$ cat src/rtl/dsp48a1_mac_sequencer_if.sv
// Sample-pair input stream and result output stream of the DSP48A1 MAC sequencer.
// The master is the sample source / result consumer; the slave is the sequencer.
interface dsp48a1_mac_sequencer_if;
    logic        in_valid;
    logic        in_ready;
    logic [17:0] in_a;
    logic [17:0] in_b;
    logic        res_valid;
    logic        res_ready;
    logic [47:0] res_data;

    modport master (
        output in_valid, in_a, in_b, res_ready,
        input  in_ready, res_valid, res_data
    );

    modport slave (
        input  in_valid, in_a, in_b, res_ready,
        output in_ready, res_valid, res_data
    );
endinterface

$ cat src/rtl/dsp48a1_mac_sequencer.sv
// Drives one DSP48A1 slice as an unsigned multiply-accumulate engine over LEN sample
// pairs and returns the 48-bit sum once the slice pipeline has drained.
module dsp48a1_mac_sequencer #(
    parameter int          LEN_W      = 10,
    parameter int          PIPE_LAT   = 3,
    parameter logic [7:0]  OPMODE_MAC = 8'h09
) (
    input  logic                 clk,
    input  logic                 rst_n,
    input  logic                 start,
    input  logic [LEN_W-1:0]     len,
    output logic                 busy,
    dsp48a1_mac_sequencer_if.slave s,
    output logic [17:0]          dsp_a,
    output logic [17:0]          dsp_b,
    output logic [7:0]           dsp_opmode,
    output logic                 dsp_ce,
    output logic                 dsp_rst,
    input  logic [47:0]          dsp_p
);

    localparam int DRAIN_W = (PIPE_LAT > 1) ? $clog2(PIPE_LAT) : 1;

    typedef enum logic [2:0] {
        IDLE,
        CLEAR,
        ACCUM,
        DRAIN,
        DONE
    } state_t;

    state_t             state_q, state_d;
    logic [LEN_W-1:0]   rem_q, rem_d;
    logic [DRAIN_W-1:0] drain_q, drain_d;
    logic [47:0]        res_data_q, res_data_d;
    logic               res_valid_q, res_valid_d;
    logic               accept;

    assign accept      = (state_q == ACCUM) && s.in_valid;
    assign s.in_ready  = (state_q == ACCUM);
    assign s.res_valid = res_valid_q;
    assign s.res_data  = res_data_q;
    assign busy        = (state_q != IDLE);
    assign dsp_ce      = (state_q == CLEAR) || (state_q == ACCUM) || (state_q == DRAIN);
    assign dsp_rst     = (state_q == CLEAR);
    assign dsp_opmode  = OPMODE_MAC;
    // Bubbles feed zeros so an idle input cycle adds a zero product to the sum.
    assign dsp_a       = accept ? s.in_a : '0;
    assign dsp_b       = accept ? s.in_b : '0;

    always_comb begin
        // NOTE: every signal gets its hold value first, so no path through this block infers a latch.
        state_d     = state_q;
        rem_d       = rem_q;
        drain_d     = drain_q;
        res_data_d  = res_data_q;
        res_valid_d = res_valid_q;

        case (state_q)
            IDLE: begin
                if (start) begin
                    if (len != '0) begin
                        rem_d   = len;
                        state_d = CLEAR;
                    end else begin
                        res_data_d  = '0;
                        res_valid_d = 1'b1;
                        state_d     = DONE;
                    end
                end
            end
            CLEAR: state_d = ACCUM;
            ACCUM: begin
                if (accept) begin
                    rem_d = rem_q - LEN_W'(1);
                    if (rem_q == LEN_W'(1)) begin
                        drain_d = DRAIN_W'(PIPE_LAT - 1);
                        state_d = DRAIN;
                    end
                end
            end
            DRAIN: begin
                // P holds the complete sum once the last product has passed A1/B1, M and P.
                if (drain_q == '0) begin
                    res_data_d  = dsp_p;
                    res_valid_d = 1'b1;
                    state_d     = DONE;
                end else begin
                    drain_d = drain_q - DRAIN_W'(1);
                end
            end
            DONE: begin
                if (s.res_ready) begin
                    res_valid_d = 1'b0;
                    state_d     = IDLE;
                end
            end
            default: state_d = IDLE;
        endcase
    end

    // NOTE: sequential state uses non-blocking assignments so all registers update together at the edge.
    always_ff @(posedge clk or negedge rst_n) begin
        if (!rst_n) begin
            state_q     <= IDLE;
            rem_q       <= '0;
            drain_q     <= '0;
            res_data_q  <= '0;
            res_valid_q <= 1'b0;
        end else begin
            state_q     <= state_d;
            rem_q       <= rem_d;
            drain_q     <= drain_d;
            res_data_q  <= res_data_d;
            res_valid_q <= res_valid_d;
        end
    end

endmodule
$ cat src/flat_wrapper.sv
// flat-port wrapper written by rule: the top's interface ports become plain ports
module dsp48a1_mac_sequencer_flat 
#(
    parameter int          LEN_W      = 10,
    parameter int          PIPE_LAT   = 3,
    parameter logic [7:0]  OPMODE_MAC = 8'h09
)
  (clk, rst_n, start, len, busy, dsp_a, dsp_b, dsp_opmode, dsp_ce, dsp_rst, dsp_p, s_in_valid, s_in_a, s_in_b, s_res_ready, s_in_ready, s_res_valid, s_res_data);
  dsp48a1_mac_sequencer_if s_i ();
  input  logic clk;
  input  logic rst_n;
  input  logic start;
  input  logic [LEN_W-1:0] len;
  output logic busy;
  output logic [17:0] dsp_a;
  output logic [17:0] dsp_b;
  output logic [7:0] dsp_opmode;
  output logic dsp_ce;
  output logic dsp_rst;
  input  logic [47:0] dsp_p;
  input wire logic [$bits(s_i.in_valid)-1:0] s_in_valid;
  input wire logic [$bits(s_i.in_a)-1:0] s_in_a;
  input wire logic [$bits(s_i.in_b)-1:0] s_in_b;
  input wire logic [$bits(s_i.res_ready)-1:0] s_res_ready;
  output wire logic [$bits(s_i.in_ready)-1:0] s_in_ready;
  output wire logic [$bits(s_i.res_valid)-1:0] s_res_valid;
  output wire logic [$bits(s_i.res_data)-1:0] s_res_data;
  assign s_i.in_valid = s_in_valid;
  assign s_i.in_a = s_in_a;
  assign s_i.in_b = s_in_b;
  assign s_i.res_ready = s_res_ready;
  assign s_in_ready = s_i.in_ready;
  assign s_res_valid = s_i.res_valid;
  assign s_res_data = s_i.res_data;
  dsp48a1_mac_sequencer #(.LEN_W(LEN_W), .PIPE_LAT(PIPE_LAT), .OPMODE_MAC(OPMODE_MAC)) u_core (.clk(clk), .rst_n(rst_n), .start(start), .len(len), .busy(busy), .s(s_i), .dsp_a(dsp_a), .dsp_b(dsp_b), .dsp_opmode(dsp_opmode), .dsp_ce(dsp_ce), .dsp_rst(dsp_rst), .dsp_p(dsp_p));
endmodule
$ cat config.mk
export PLATFORM = sky130hd
export DESIGN_NAME = dsp48a1_mac_sequencer_flat
export DESIGN_NICKNAME = d
export VERILOG_FILES = /design/src/rtl/dsp48a1_mac_sequencer_if.sv /design/src/rtl/dsp48a1_mac_sequencer.sv /design/src/flat_wrapper.sv
export SDC_FILE = /design/constraint.sdc
export NUM_CORES = 1
export LEC_CHECK = 0
export CORE_UTILIZATION = 34
export DETAILED_ROUTE_END_ITERATION = 7
export PLACE_DENSITY = 0.74
export SYNTH_ARGS = -nofsm -noshare
export SYNTH_HDL_FRONTEND = slang
export SYNTH_SLANG_ARGS = --single-unit
$ cat constraint.sdc
create_clock -name clk -period 3.17 [get_ports clk]
set_input_delay 0.951 -clock clk [delete_from_list [all_inputs] [get_ports clk]]
set_output_delay 0.951 -clock clk [all_outputs]
set_load 0.005 [all_outputs]
==> results of run 1 <==
## power groups by stage
stage | sequential, mW | combinational (mW) | clock [mW]
3_5_place_dp | 1.48 | 2.23 | 0
6_report | 1.47 | 2.31 | 0.692
5_1_grt | 1.53 | 2.52 | 0.748
4_1_cts | 1.47 | 2.35 | 0.708
2_1_floorplan | 1.46 | 1.06 | 0
3_3_place_gp | 1.46 | 2.19 | 0
## path summary, 6_finish.rpt
kind	startpoint	to	slack (ns)	cells after the start
setup / recovery	s_in_valid	dsp_b[14]	0.04	7
hold / removal	u_core.rem_q[6]$_DFFE_PN0P_	u_core.rem_q[6]$_DFFE_PN0P_	0.51	1
setup reg to reg	u_core.state_q[1]$_DFFE_PN0P_	u_core.rem_q[6]$_DFFE_PN0P_	1.03	5
hold reg to reg	u_core.rem_q[6]$_DFFE_PN0P_	u_core.rem_q[6]$_DFFE_PN0P_	0.51	1
max in group asynchronous	rst_n	u_core.s.res_data[41]$_DFFE_PN0P_	1.91	2
min in group asynchronous	rst_n	u_core.rem_q[4]$_DFFE_PN0P_	0.62	1
## sequential cells by signal, summed over array words and instances (netlist names)
name	flops
u_core.rem_q	10
u_core.state_q	3
u_core.s.res_data	48
u_core.s.res_valid	1
u_core.drain_q	2
## per-stage QoR
step | utilization, % | setup TNS [ns] | instance area (sq um) | cells | hold slack [ns]
CTS | 57.97 | -0.02345 | 5771 | 705 | 0.5145
finish | 57.81 | 0 | 5754 | 704 | 0.5082
detailed placement | 55.48 | -10.07 | 5523 | 681 | 0.4958
global placement | 55.48 | -10.01 | 5523 | 681 | 0.4968
floorplan | - | 0 | 3581 | 383 | 0.4745
global route | 57.81 | 0 | 5754 | 704 | 0.5356
## worst reg2reg max path, stage by stage, from the launching register on
cell      delay, ns
dfrtp_1        0.50
or3_4          0.46
a311oi_4       0.52
buf_4          0.24
o22ai_1        0.08
a22o_1         0.23
## per-layer routing
metal / vias up / global-route usage [%] / wire, um
met5: - / 0 / 0
met4: 0 / 6.429 / 191
met3: 16 / 5.451 / 766
met2: 172 / 36.42 / 5358
met1: 1519 / 20.21 / 3994
li1: 1587 / - / -
## logic make-up after synthesis
logic type | after synthesis
simple gates | 132
compound gates | 39
mux | 49
buf+inv | 88
other cells | 2
flops | 64
fa+ha+maj | 3
## timing repair
| item | CTS | global route |
|---|---|---|
| setup endpoints to repair | 36 | 24 |
| setup buffers | 5 | 0 |
| gates cloned | 3 | 0 |
| gates resized for setup | 91 | 11 |
## final cells by class
class | count | area share [%]
clock buffer | 9 | 2.153
clock inverter | 7 | 1.261
inverter | 57 | 3.718
multi-input combinational | 231 | 27.16
sequential | 64 | 27.83
tap | 133 | 2.892
timing repair buffer | 203 | 34.99
## cells in the final DEF (no fill, tap or decap), types with 2 or more instances in the layout
master           synthesis  final
inv_1                   56     56
nand4_1                  4      4
and2_1                  37     35
ha_1                     3      3
buf_2                    9     17
buf_4                   12      7
clkdlybuf4s50_1          0    149
clkdlybuf4s15_1          0     10
o22ai_1                  5      5
nor3_1                   7      7
nand3_1                  3      3
clkinv_2                 0      2
buf_12                   0      6
o21ai_0                 10     10
clkbuf_8                 0      9
clkinvlp_4               0      2
conb_1                   2      8
or3b_2                   2      2
a2bb2oi_1                4      4
a22o_1                   2      2
clkinv_4                 0      2
dlygate4sd2_1            0     10
nor2_1                   7      7
dfrtp_1                 64     64
nor4_1                   2      2
o2bb2ai_1                3      3
nor4_2                   2      2
and4_1                   2      2
mux2i_1                 48     48
nor2b_1                  3      3
nand2_1                 54     54
a21oi_1                  8      8
==> metrics.txt, run 1 <==
part of the total power dissipated in sequential elements=32.9%; leakage power total=2.407 nW; dominant combinational cell family by area after synthesis=simple AND/OR/NAND/NOR gates; NumNets Final=668; critical path data required time=2.22 ns; cell count after synthesis=377; switching power=1.548 mW; core area=9955 sq um; crit-path max FO=9; top cells by instance count after synthesis=dfrtp_1, inv_1, nand2_1; count of endpoints failing hold in the final timing report=0; endpoint class of the critical path=output port; complex-gate fraction of the synthesized area=7.841%; Worst-path clk slew=0.06 ns; number of standard-cell rows in the floorplan=36; number of antenna violations at the first check in global routing=0; result of the run=finished, final reports clean; number of port buffers=187; remaining antenna violation count after routing=0; nature of the critical path startpoint=input port; remaining routing DRC violations=0; slew of the pin with the lowest slew margin=0.9279 ns; routed via count=3,294; time the worst path needs with I/O delays and setup=3.127 ns; Synth-to-Final Area Change=61.71%; root cell of the clock tree=clkbuf_8; worst clock skew on the final layout=0.01615 ns; count of yosys warnings during synthesis=0; wire per inst=14.64 um; crit path setup slack, layout=0.04335 ns; count of hold buffers inserted by post-cts repair=0; total CTS buffers=9; die height=104.3 um; starting density of the core=35.75%; category of the critical setup timing path=input port to output port; number of clock sinks seen by CTS=64; vias per inst=4.679; register bit total from synthesis=64; most frequent cell after synthesis=dfrtp_1; die area=10,880 sq um; number of enable flip-flop cells after synthesis=0; ordered list of cells on the worst path=dlygate4sd2_1 -> and4bb_4 -> buf_12 -> buf_6 -> buf_16 -> and2_1 -> dlygate4sd2_1; number of H-tree branching levels=3; arrival time at the worst endpoint=2.18 ns; sequential cell area=1602 sq um; Pwr Density=777.1 nW/um^2; post-layout power=4.471 mW; crit path buf inv count=5; clock latency at the later pin of the worst-skew pair=0.34 ns; highest achievable clock rate=319.8 MHz; part of the power in combinational logic=51.6%; critical path's slowest cell=dlygate4sd2_1; longest individual stage delay on the worst path=0.26 ns; GRT Total Usage=19.27%; fraction of registers with async set/reset=100.0%; filler cell count in the final layout=843; Int Pwr=2.924 mW; CTS tree=built; number of primary I/O pins=196; global placement routability congestion=0.8309; final wirelength=10,310 um; buffer levels on the longest clock path=2; cell type contributing the most total cell area after synthesis=dfrtp_1; worst relative slew slack=38.14%; pre-CTS setup slack=-0.3026 ns; Antenna diodes=0; xor/xnor share of the synthesized area=0%; combined area of all synthesized cells=3558 sq um; total iterations of the first detailed-routing run=5; number of design-rule violations left by the first detailed-router iteration=98; fraction of layout instances using a drive strength above 1=11.73%; count of final max-slew check failures=0; path class of the lowest-slack min-delay path=flop to flop; category of cells accounting for the largest share of critical-path delay=buffers and inverters; share of synthesized cell area in full adder, half adder and majority cells=1.055%; cell repeated most along the worst path=dlygate4sd2_1; Max-cap violations=0; switching power share of the total=34.61%; top cells by area in the synthesized netlist=dfrtp_1, mux2i_1, and2_1, inv_1, nand2_1; sequential element share of the synthesized area=45.01%; area used by multi-input combinational logic=1563 sq um; share of the synthesized area in the top cell type=45.01%; Finish-stage setup viols=0; width of the chip=104.3 um; HPWL Detailed=7420 um; mux contribution to synthesized area=13.92%; total gr overflow=0; wire length of the first global-routing pass=16,540 um; Clock power frac=15.5%; Main synth FF type=dfrtp_1; setup repair after global routing missed its margin=false; synthesized-area fraction occupied by and/or/nand/nor cells=19.83%; VDD IR-drop max=287.3 uV; largest net degree at the start of global routing=50; Tcrit/Tclk final=98.63%; via count of the first global-routing pass=3,402; syn avg cell area=9.439 sq um; number of unique standard cell types used by synthesis=44
No activity file was read; power rests on OpenSTA's default activity.
==> inputs of run 2 (changes only) <==
- CORE_UTILIZATION: 34 -> 42
- PLACE_DENSITY: 0.74 -> 0.88
==> run 2 against run 1 <==
  * Final cell count is 4.1% lower
  * Power rose by 5.4%
  * Clock skew fell by 0.0080 ns
  * Non-clock buffer count shrank 1
  * Utilization is 13 points higher
  * Register-to-register slack barely moved
  * Fmax up 1.2%
  * Via count increased by 2.6%
==> metrics.txt, run 2 (synthesized netlist as in run 1, its figures left out) <==
wire per inst=15.57 um (was 14.64 um); Pwr Density=807.6 nW/um^2 (was 777.1 nW/um^2); path class of the lowest-slack min-delay path=flop to flop (unchanged); die area=8844 sq um (was 10,880 sq um); ordered list of cells on the worst path=dlygate4sd2_1 -> and4bb_2 -> buf_12 -> bufbuf_16 -> and2_1 -> buf_2 (was dlygate4sd2_1 -> and4bb_4 -> buf_12 -> buf_6 -> buf_16 -> and2_1 -> dlygate4sd2_1); root cell of the clock tree=clkbuf_8 (unchanged); core area=8217 sq um (was 9955 sq um); largest net degree at the start of global routing=50 (unchanged); vias per inst=5.004 (was 4.679); Reg2Reg Setup Slack=1.03 ns (about the same); Antenna diodes=0 (unchanged); switching power=1.567 mW (was 1.548 mW); routed via count=3,378 (was 3,294); CTS tree=built (unchanged); starting density of the core=43.31% (was 35.75%); critical hold path startpoint=u_core.s.res_data[21]$_DFFE_PN0P_ (was u_core.rem_q[6]$_DFFE_PN0P_); part of the total power dissipated in sequential elements=31.5% (was 32.9%); leakage power total=2.422 nW (was 2.407 nW); number of clock sinks seen by CTS=64 (unchanged); number of standard-cell rows in the floorplan=33 (was 36); wire length of the first global-routing pass=16,790 um (was 16,540 um); count of final max-slew check failures=0 (unchanged); number of design-rule violations left by the first detailed-router iteration=81 (was 98); time the worst path needs with I/O delays and setup=3.091 ns (was 3.127 ns); final wirelength=10,510 um (was 10,310 um); slew of the pin with the lowest slew margin=0.8747 ns (was 0.9279 ns); number of H-tree branching levels=3 (unchanged); Synth-to-Final Area Change=64.03% (was 61.71%); number of flip-flops under the largest register name=48 (unchanged); Non-Filler Cell Area, Final=5837 sq um (was 5754 sq um); Hold Crit Endpoint=u_core.s.res_data[21]$_DFFE_PN0P_ (was u_core.rem_q[6]$_DFFE_PN0P_); width of the chip=94.05 um (was 104.3 um); clock latency at the later pin of the worst-skew pair=0.33 ns (was 0.34 ns); GRT Total Usage=24.85% (was 19.27%); critical path data required time=2.22 ns (about the same); endpoint class of the critical path=output port (unchanged); number of primary I/O pins=196 (unchanged); HPWL Detailed=7754 um (was 7420 um); Tcrit/Tclk final=97.49% (was 98.63%); worst relative slew slack=41.69% (was 38.14%); nature of the critical path startpoint=input port (unchanged); Clock power frac=18.6% (was 15.5%); crit-path max FO=4 (was 9); total iterations of the first detailed-routing run=4 (was 5); setup repair after global routing missed its margin=false (unchanged); highest achievable clock rate=323.6 MHz (was 319.8 MHz); category of the critical setup timing path=input port to output port (unchanged); longest individual stage delay on the worst path=0.28 ns (was 0.26 ns); global placement routability congestion=0.9409 (was 0.8309); result of the run=finished, final reports clean (unchanged); worst clock skew on the final layout=0.008193 ns (was 0.01615 ns); fraction of layout instances using a drive strength above 1=12.28% (was 11.73%); worst reg2reg endpoint=u_core.rem_q[9]$_DFFE_PN0P_ (was u_core.rem_q[6]$_DFFE_PN0P_); arrival time at the worst endpoint=2.14 ns (was 2.18 ns); most common library cell in the layout ignoring fill and taps=clkdlybuf4s50_1 (unchanged); count of endpoints failing hold in the final timing report=0 (unchanged); worst hold stages=2 (was 1); number of port buffers=187 (unchanged); total gr overflow=0 (unchanged); cell depth of the worst flop-to-flop path=5 (unchanged); die height=94.05 um (was 104.3 um); remaining routing DRC violations=0 (unchanged); most used cells in the layout excluding fill and tap cells=clkdlybuf4s50_1, dfrtp_1, inv_1 (unchanged); remaining antenna violation count after routing=0 (unchanged); total CTS buffers=9 (unchanged); category of cells accounting for the largest share of critical-path delay=buffers and inverters (unchanged); Worst-path clk slew=0.07 ns (was 0.06 ns); Finish-stage setup viols=0 (unchanged); via count of the first global-routing pass=3,534 (was 3,402); count of hold buffers inserted by post-cts repair=0 (unchanged); number of antenna violations at the first check in global routing=0 (unchanged); buffer levels on the longest clock path=2 (unchanged); VDD IR-drop max=343.8 uV (was 287.3 uV); Max-cap violations=0 (unchanged); worst reg2reg path startpoint=u_core.state_q[1]$_DFFE_PN0P_ (unchanged); critical path's slowest cell=and4bb_2 (was dlygate4sd2_1); Fin Hold WS=0.5186 ns (was 0.5082 ns); standard cell area after detailed placement=5480 sq um (was 5523 sq um); switching power share of the total=33.25% (was 34.61%); part of the power in combinational logic=50.0% (was 51.6%); NumNets Final=667 (was 668); Int Pwr=3.147 mW (was 2.924 mW); post-layout power=4.714 mW (was 4.471 mW); crit path buf inv count=4 (was 5)
-- run 2: cell count changes in the layout (fill, tap and decap cells not counted), sizes merged --
| cell | delta |
|---|---|
| dlygate4sd2 | -9 |
| clkinvlp | -2 |
| bufinv | +2 |
| buf | -2 |
| clkdlybuf4s15 | +11 |
| clkinv | -1 |
-- run 2: final cells by class --
class,instances,area (sq um)
Multi-Input combinational cell,231,1564
Clock inverter,6,116.4
Inverter,57,214.0
Timing Repair Buffer,202,2072
Fill cell,619,2380
Tap cell,105,131.4
Sequential cell,64,1602
Clock buffer,10,137.6
-- run 2: power groups by stage --
| stage | Sequential, mW | Combinational (mW) | Clock (mW) |
|---|---|---|---|
| final | 1.48 | 2.36 | 0.875 |
| after global routing | 1.54 | 2.59 | 0.939 |
| after CTS | 1.48 | 2.39 | 0.894 |
| after detailed placement | 1.50 | 2.23 | 0 |
| after global placement | 1.46 | 2.16 | 0 |
| after floorplan | 1.46 | 1.06 | 0 |
-- run 2: timing repair --
| item | 4_1_cts | 5_1_grt |
|---|---|---|
| setup endpoints to repair | 36 | 4 |
| buffers inserted | 4 | 0 |
| cloned | 4 | 0 |
| gates resized for setup | 115 | 0 |
-- run 2: how the worst max path moves through the flow --
stage	depth (start not counted)	to	slack (ns)	from
after floorplan	4	dsp_a[10]	0.47	s_in_valid
after global placement	5	dsp_b[8]	-0.29	s_in_valid
after detailed placement	5	dsp_b[8]	-0.29	s_in_valid
after CTS	7	dsp_a[9]	0.01	s_in_valid
after global routing	6	dsp_a[6]	0.04	s_in_valid
final	6	dsp_b[4]	0.08	s_in_valid
-- run 2: per-layer routing --
metal	part of all wire, %	GRT usage [%]	vias up	routed length (um)
li1	-	-	1580	-
met1	37	25.59	1592	3871
met2	53	47.75	180	5562
met3	7.3	5.583	26	771
met4	2.9	10.26	0	302
met5	0	0	-	0
-- run 2: tightest hold or removal path, delay by kind of cell, from the launching register on --
family	cells	cell delay (ns)
buffers and inverters	1	0.05
muxes	1	0.05
DFF	1	0.38
-- run 2: metrics by stage --
stage / cells / utilization, % / TNS, ns / worst slack (ns)
after detailed placement: 652 / 66.70 / -9.322 / -0.2919
after CTS: 676 / 71.17 / 0 / 0.01485
final: 675 / 71.04 / 0 / 0.07944
after global routing: 675 / 71.04 / 0 / 0.03878
after global placement: 652 / 66.70 / -9.447 / -0.2949
after floorplan: 383 / - / 0 / 0.4728
==> inputs of run 3 (changes only) <==
- CORE_UTILIZATION: 42 -> 39
- PLACE_DENSITY: 0.88 -> 0.83
- clock period: 3.17 -> 3.3 ns (I/O delays scaled with it)
==> run 3 against run 2 <==
  * Final cell count rose by 0.44%
  * Combinational power decreased by 8%
  * Die area increased by 7.5%
  * Critical path depth increased by 1
  * Sequential cell count unchanged
  * Critical path type unchanged
==> metrics.txt, run 3 (synthesized netlist as in run 1, its figures left out) <==
result of the run=finished, final reports clean (unchanged); path class of the lowest-slack min-delay path=flop to flop (unchanged); die height=97.52 um (was 94.05 um); number of standard-cell rows in the floorplan=34 (was 33); count of hold buffers inserted by post-cts repair=0 (unchanged); number of antenna violations at the first check in global routing=1 (was 0); Pwr Density=741.5 nW/um^2 (was 807.6 nW/um^2); Inst Count DP=654 (was 652); GR peak layer=met2 (unchanged); worst relative slew slack=40.54% (was 41.69%); Max-cap violations=0 (unchanged); fraction of layout instances using a drive strength above 1=8.260% (was 12.28%); wire length of the first global-routing pass=16,720 um (was 16,790 um); nature of the critical path startpoint=input port (unchanged); Fin Hold WS=0.5143 ns (was 0.5186 ns); Reg2Reg Setup Slack=1.15 ns (was 1.03 ns); remaining antenna violation count after routing=0 (unchanged); post-layout power=4.240 mW (was 4.714 mW); met3 GRT Util=7.410% (was 5.583%); die area=9510 sq um (was 8844 sq um); Final Instance Count excl. Fillers=678 (was 675); leakage power total=2.440 nW (was 2.422 nW); number of flip-flops under the largest register name=48 (unchanged); total CTS buffers=9 (unchanged); Finish-stage setup viols=0 (unchanged); count of endpoints failing hold in the final timing report=0 (unchanged); number of port buffers=187 (unchanged); number of design-rule violations left by the first detailed-router iteration=112 (was 81); final core utilization=65.25% (was 71.04%); global-route met2 utilization=39.11% (was 47.75%); remaining routing DRC violations=0 (unchanged); width of the chip=97.52 um (was 94.05 um); most common library cell in the layout ignoring fill and taps=clkdlybuf4s50_1 (unchanged); arrival time at the worst endpoint=2.24 ns (was 2.14 ns); core area=8763 sq um (was 8217 sq um); HPWL Detailed=7466 um (was 7754 um); crit-path max FO=18 (was 4); setup repair after global routing missed its margin=false (unchanged); starting density of the core=40.61% (was 43.31%); time the worst path needs with I/O delays and setup=3.226 ns; Tcrit/Tclk final=97.75%; Synth-to-Final Area Change=60.69% (was 64.03%); slew of the pin with the lowest slew margin=0.8919 ns (was 0.8747 ns); wire per inst=15.13 um (was 15.57 um); vias per inst=4.882 (was 5.004); largest net degree at the start of global routing=65 (was 50); worst clock skew on the final layout=0.005442 ns (was 0.008193 ns); highest achievable clock rate=310.0 MHz; number of clock sinks seen by CTS=64 (unchanged); global placement routability congestion=0.8736 (was 0.9409); category of the critical setup timing path=input port to output port (unchanged); routed via count=3,310 (was 3,378); total iterations of the first detailed-routing run=4 (unchanged); number of H-tree branching levels=3 (unchanged); CTS tree=built (unchanged); GRT Total Usage=22.33% (was 24.85%); clock latency at the later pin of the worst-skew pair=0.34 ns (was 0.33 ns); endpoint class of the critical path=output port (unchanged); most used cells in the layout excluding fill and tap cells=clkdlybuf4s50_1, dfrtp_1, inv_1 (unchanged); total gr overflow=0 (unchanged); critical path data required time=2.31 ns (was 2.22 ns); NumNets Final=666 (was 667); final wirelength=10,260 um (was 10,510 um); buffer levels on the longest clock path=2 (unchanged); root cell of the clock tree=clkbuf_8 (unchanged); VDD IR-drop max=304.1 uV (was 343.8 uV); count of final max-slew check failures=0 (unchanged); Worst-path clk slew=0.07 ns (about the same); via count of the first global-routing pass=3,412 (was 3,534); number of primary I/O pins=196 (unchanged); GR Util met1=24.66% (was 25.59%)
[run 3: power breakdown]
part           switching (mW)  internal [mW]  total [mW]
Sequential              0.260           1.16        1.42
Clock                   0.309          0.345       0.654
Combinational           0.902           1.26        2.17
Total                    1.47           2.77        4.24
[run 3: cell type report]
type,count,area [sq um]
sequential,64,1602
clock inverter,6,60.06
timing repair buffer,201,2017
tap,108,135.1
inverter,57,214.0
multi-input combinational,231,1560
antenna,1,2.502
clock buffer,10,127.6
fill,692,3045
[run 3: routing by layer]
metal	vias to the layer above	share of wire, %
li1	1580	-
met5	-	0
met3	20	8.1
met4	0	2.7
met1	1541	39
met2	169	50
[run 3: worst max-delay path, cell delays in order]
cell	delay, ns
dlygate4sd2_1	0.24
and4bb_4	0.21
buf_4	0.13
buf_6	0.11
buf_16	0.13
and2_1	0.15
dlygate4sd2_1	0.26
[run 3: path summary, 6_finish.rpt]
check                                                       start                                end  depth (start not counted)
min in group asynchronous                                   rst_n   u_core.s.res_data[0]$_DFFE_PN0P_                          2
worst max-delay path                                   s_in_valid                          dsp_b[13]                          7
max in group asynchronous                                   rst_n     u_core.s.res_valid$_DFFE_PN0P_                          2
worst min-delay path            u_core.s.res_data[11]$_DFFE_PN0P_  u_core.s.res_data[11]$_DFFE_PN0P_                          2
worst min register to register  u_core.s.res_data[11]$_DFFE_PN0P_  u_core.s.res_data[11]$_DFFE_PN0P_                          2
worst max register to register      u_core.state_q[2]$_DFFE_PN0P_        u_core.rem_q[1]$_DFFE_PN0P_                          7
[run 3: repair_timing]
item / 4_1_cts / 5_1_grt
endpoints found under the setup margin: 36 / 1
gates cloned: 2 / 0
setup buffers: 4 / 1
gates resized for setup: 45 / 0
endpoints found under the hold margin: 0 / 0
[run 3: per-stage QoR]
| stage | instance area [sq um] | setup slack, ns | setup TNS (ns) |
|---|---|---|---|
| finish | 5718 | 0.07426 | 0 |
| CTS | 5708 | 0.05887 | 0 |
| global placement | 5464 | -0.2578 | -7.562 |
| global route | 5718 | 0.01084 | 0 |
| floorplan | 3581 | 0.5248 | 0 |
| detailed placement | 5464 | -0.2724 | -7.703 |
